### config.mk
export PLATFORM = sky130hd
export DESIGN_NAME = configregpwm_decode_shadow
export DESIGN_NICKNAME = d
export VERILOG_FILES = /design/src/rtl/configregpwm_decode_shadow.sv
export SDC_FILE = /design/constraint.sdc
export NUM_CORES = 1
export LEC_CHECK = 0
export CORE_MARGIN = 10
export CORE_UTILIZATION = 30
export DETAILED_ROUTE_END_ITERATION = 7
export HOLD_SLACK_MARGIN = 0.03
export SKIP_LAST_GASP = 1
export SLEW_MARGIN = 20
export SYNTH_ARGS = -nofsm -noshare
export SYNTH_HDL_FRONTEND = slang
export SYNTH_SLANG_ARGS = --single-unit
### constraint.sdc
create_clock -name clk -period 1.4 [get_ports clk]
set_input_delay 0.28 -clock clk [delete_from_list [all_inputs] [get_ports clk]]
set_output_delay 0.28 -clock clk [all_outputs]
set_load 0.05 [all_outputs]
### src/rtl/configregpwm_decode_shadow.sv
// PWM config-word receiver: validates packed words, double-buffers them (pending -> active)
// and applies on a period boundary, or at once when the PWM is stopped or being stopped.
module configregpwm_decode_shadow #(
  parameter int unsigned PWMCOUNT_WIDTH  = 16,
  parameter bit          ALLOW_OVERWRITE = 1'b1
) (
  input  logic                      clk,
  input  logic                      rst,
  input  logic                      wr_valid,
  output logic                      wr_ready,
  input  logic [PWMCOUNT_WIDTH-1:0] wr_data,
  input  logic                      period_evt,
  output logic [1:0]                count_mode,
  output logic                      mask_mode,
  output logic                      dtclkdiv_onoff,
  output logic                      pwmclkdiv_onoff,
  output logic                      int_onoff,
  output logic                      pwm_onoff,
  output logic                      logic_A,
  output logic                      logic_B,
  output logic [PWMCOUNT_WIDTH-1:0] active_word,
  output logic                      pending,
  output logic                      apply_pulse,
  output logic                      cfg_err,
  input  logic                      clr_err
);

  typedef enum logic {IDLE, ARMED} state_t;

  state_t     state, state_next;
  logic [8:0] pend_buf;
  logic [8:0] act;
  logic       accept;
  logic       word_ok;
  logic       apply;

  assign wr_ready = ALLOW_OVERWRITE ? 1'b1 : (state == IDLE);
  assign accept   = wr_valid && wr_ready;
  assign word_ok  = (wr_data[1:0] != 2'b11) && ((wr_data >> 9) == '0);
  assign pending  = (state == ARMED);

  // Stopped PWM (active off) or a forced stop (pending off) bypasses the period wait.
  assign apply = (state == ARMED) && (period_evt || !act[6] || !pend_buf[6]);

  always_comb begin
    state_next = state;
    if (accept && word_ok)
      state_next = ARMED;
    else if (apply)
      state_next = IDLE;
  end

  always_ff @(posedge clk) begin
    if (rst)
      state <= IDLE;
    else
      state <= state_next;
  end

  always_ff @(posedge clk) begin
    if (rst) begin
      pend_buf    <= '0;
      act         <= '0;
      apply_pulse <= 1'b0;
      cfg_err     <= 1'b0;
    end else begin
      apply_pulse <= apply;
      if (apply)
        act <= pend_buf;
      // A new word accepted on the apply cycle lands in the buffer after the old one moves out.
      if (accept && word_ok)
        pend_buf <= wr_data[8:0];
      if (accept && !word_ok)
        cfg_err <= 1'b1;
      else if (clr_err)
        cfg_err <= 1'b0;
    end
  end

  assign count_mode      = act[1:0];
  assign mask_mode       = act[2];
  assign dtclkdiv_onoff  = act[3];
  assign pwmclkdiv_onoff = act[4];
  assign int_onoff       = act[5];
  assign pwm_onoff       = act[6];
  assign logic_A         = act[7];
  assign logic_B         = act[8];

  always_comb begin
    active_word      = '0;
    active_word[8:0] = act;
  end

endmodule
After elaboration in Yosys (flattened, before gate mapping). Cells that the tools add are included.

Bits of input ports: 21. Logic and storage cells: 22. Output and inout port bits: 29. Flip-flop bits (word level): 21.

Reduce and logical (&&, ||, !) cells: 12. Mux-type cells: 4. Equal/unequal tests: 1.

Operator list (number): zero test 16 bit (1); logical AND 1 bit (4); 2-to-1 mux 1 bit (4); nonzero test 2 bit (2); zero test 1 bit (3); logical OR 1 bit (2); != test 2 bit (second input constant) (1).

Longest topological paths before layout.
Word-level depth: 6. Mapped depth: 4. Depth with buffers taken out: 3.

Worst setup path after synthesis. OpenSTA, ideal clock, no wires.

Path type: reg2reg. From: reg act[6]. To: reg act[0]. Data required time: 1.329 ns. Slack: 0.018 ns. Path buffers: 1. Data arrival time: 1.312 ns. Library setup time: 0.071 ns. Cell stages (with the launch flop): 5. Clock period less this slack: 1.382 ns. Cells stage by stage: dfxtp_1 -> and3b_1 -> clkbuf_1 -> o21ai_0 -> a21oi_1.

Longest elaborated chain between the ends: 4.

RTL lines: start: declaration (RTL line 32) `logic [8:0] act;`; start signal: assignment (RTL line 69) `act <= pend_buf;`; zero test 1 bit (RTL line 43) `assign apply = (state == ARMED) && (period_evt || !act[6] || !pend_buf[6]);`; logical OR 1 bit (2 in series) (RTL line 43); logical AND 1 bit (RTL line 43).

Every way passes these cells. A chain may end at the register's enable or synchronous reset.

Worst setup path in the final report.
From: in wr_data[10]. To: reg pend_buf[3].

Longest elaborated chain between the ends: 3.

RTL lines: start: declaration (RTL line 11) `input logic [PWMCOUNT_WIDTH-1:0] wr_data,`; zero test 16 bit (RTL line 39) `assign word_ok = (wr_data[1:0] != 2'b11) && ((wr_data >> 9) == '0);`; logical AND 1 bit (RTL line 39); logical AND 1 bit (RTL line 71) `if (accept && word_ok)`; end signal: assignment (RTL line 72) `pend_buf <= wr_data[8:0];`; end: declaration (RTL line 31) `logic [8:0] pend_buf;`.

Every way passes these cells.

==> reports/results.ini <==
[status]
status = completed

[sta]
setup_viol = 0
period_share_pct = 96.75
slew_viol_final = 0
finalHoldViolCount = 0
post-route-min-period_ns = 1.355
max_freq_ghz = 0.7383
rsz0062_at_grt = no
fin_ws_ns = 0.04546
fin_worst_skew_ns = 0.005628

[power_and_ir_drop]
swShare_pct = 25.60
intPower_uw = 784.1
leakagePower_uw = 0.0006191
clock_power_share_pct = 27.6
switchingPower_uw = 269.9
pwr-share-comb_pct = 15.3
peakVddDrop_mv = 0.3831
power.total_uw = 1054
pwr-share-seq_pct = 57.2
powerDensity_nw_per_um2 = 643.5

[drt]
wirelength_um = 2460
via_count = 848
drtAntennaViolNets = 0
wl_per_cell_um = 12.75
viasPerCell = 4.394
dr.pass1.iters = 4
drt_iter0_markers = 28
route.detailed.drc = 0

[cts]
clkTransAtPathRegs_ns = 0.11
cts_made_buffers = 3
cts_sinks = 21
htree_num_levels = 1
clk_path_buf_depth = 2
clock_tree.root_cell = clkbuf_4
holdBufCountCts = 0
cts_tree = built
clk-insertion-delay-late_ns = 0.31

[setup_path]
cp.required_ns = 1.64
critPathTopFamily = buffers and inverters
worstSetupPathType = in2reg
worst_path_largest_cell_delay_ns = 0.41
crit_chain = clkdlybuf4s50_1 -> nor4_2 -> and4_4 -> clkbuf_16 -> mux2i_1
endpoint_kind = flip-flop
crit_fanout = 5
startpoint_type = input port
worstPathArrival_ns = 1.60
path_buf_inv = 2
slowest_stage = clkdlybuf4s50_1

[global_routing]
grt_pass1_vias = 849
grt_usage_pct = 7.900
grt_max_degree = 14
gr-total-overflow = 0
grt_pass1_wl_um = 3891
grt_antenna_before_repair = 0

[placed_design]
place_worst_setup_slack_ns = -0.2920
place.gp.congestion = 0.7129
port_buffers = 41
dp_hpwl_um = 2004

[synthesis]
synth-seq-area-share_pct = 43.35
synthDominantAreaCellType = dfxtp_1
syn_area_per_cell_sq_um = 8.581
ys_types = 21
ys_top_cells_by_area = dfxtp_1 43%, buf_4 13%, mux2i_1 10%
yosys_register_bits = 21
yosysWarningCount = 0
syn_area_sq_um = 969.7
synthCells = 113
synth.top_cell.area_share_pct = 43.35

[floorplan]
rows = 20
io_pins = 50
dieArea_sq_um = 5907
die-height_um = 76.86
die_w_um = 76.86
core_area_sq_um = 3078
start_util_pct = 31.50

[layout]
fin_util_pct = 53.21
multi_input_area_sq_um = 412.9
fillCellCount = 286
seqCellArea_sq_um = 420.4
drive_above_1_share_pct = 24.16
diodes = 0
syn_to_final_growth_pct = 68.90
final_nets = 171

[worst_hold_path]
min_path_type = in2reg

[job]
cap_violations = 0

[synth_stat cells (all sizes together)]
library cell / number
a21oi: 8
a31o: 1
and3b: 1
and4: 1
buf: 19
clkbuf: 4
conb: 2
dfxtp: 21
inv: 2
mux2i: 10
nand2: 19
nand3: 9
nand3b: 1
nor2: 2
nor3: 2
nor3b: 1
nor4: 1
o21a: 1
o21ai: 8
[power by group through the flow]
stage / logic, uW / registers (uW) / clock network [uW]
2_1_floorplan: 88.6 / 623 / 0
3_3_place_gp: 158 / 616 / 0
3_5_place_dp: 159 / 616 / 0
4_1_cts: 160 / 603 / 297
5_1_grt: 170 / 603 / 326
6_report: 161 / 603 / 291
[cell type report]
| cell class | instances | share of cell area [%] |
|---|---|---|
| multi-input cells | 73 | 25.21 |
| clock buffers | 4 | 1.604 |
| repair buffers | 49 | 43.70 |
| flip-flops and latches | 21 | 25.67 |
| inverters | 2 | 0.4584 |
| well taps | 44 | 3.361 |
[kinds of logic (layout without fill, tap and decap cells)]
kind of cell | Yosys count | after routing | synth area share (%)
AND/OR/NAND/NOR | 37 | 37 | 18.45
multiplexers | 10 | 10 | 10.32
other | 2 | 8 | 0.7745
buffers and inverters | 25 | 55 | 17.16
AO/OA/AOI/OAI | 18 | 18 | 9.936
flip-flops | 21 | 21 | 43.35
[worst register-to-register path: stages, from the launching register on]
cell and delay (ns):
dfxtp_1 0.38, and3b_1 0.32, o21ai_0 0.11, a21oi_1 0.15
[per-stage QoR]
step	hold WS, ns	setup TNS, ns	area [sq um]	cells
after floorplan	0.4221	0	992.2	119
after global placement	0.4468	-2.195	1574	188
after detailed placement	0.4533	-2.651	1574	188
after CTS	0.4711	0	1600	192
after global routing	0.3867	0	1638	193
final	0.3483	0	1638	193
[per-layer routing]
| layer | global-route usage [%] | part of all wire (%) |
|---|---|---|
| met5 | 0 | 0 |
| met1 | 8.211 | 42 |
| met3 | 4.196 | 11 |
| met4 | 6.134 | 3.0 |
| met2 | 11.72 | 43 |
[layout by cell type, fill, tap and decap left out, drive strengths merged]
cell type       n
buf            28
dfxtp          21
nand2          19
clkdlybuf4s50  18
mux2i          10
nand3           9
o21ai           8
a21oi           8
conb            8
clkbuf          5
inv             2
nor2            2
dlymetal6s2s    2
nor3            2
nand3b          1
and3b           1
nor4            1
and4            1
o21a            1
nor3b           1
a31o            1
[timing repair]
item	4_1_cts	5_1_grt
endpoints found under the setup margin	0	5
buffers inserted	0	0
resized for setup	0	5
[state kept, by name, indices dropped and copies added (netlist names)]
register / count
apply_pulse: 1
act: 9
pending: 1
cfg_err: 1
pend_buf: 9
[worst paths after layout]
kind | slack, ns | cells past startpoint | from | end
min | 0.35 | 4 | wr_data[9] | cfg_err
max reg2reg | 0.37 | 3 | act[6] | act[4]
max | 0.05 | 5 | wr_data[10] | pend_buf[3]
min reg2reg | 0.47 | 2 | pend_buf[8] | pend_buf[8]
(Power assumes the default switching activity.)
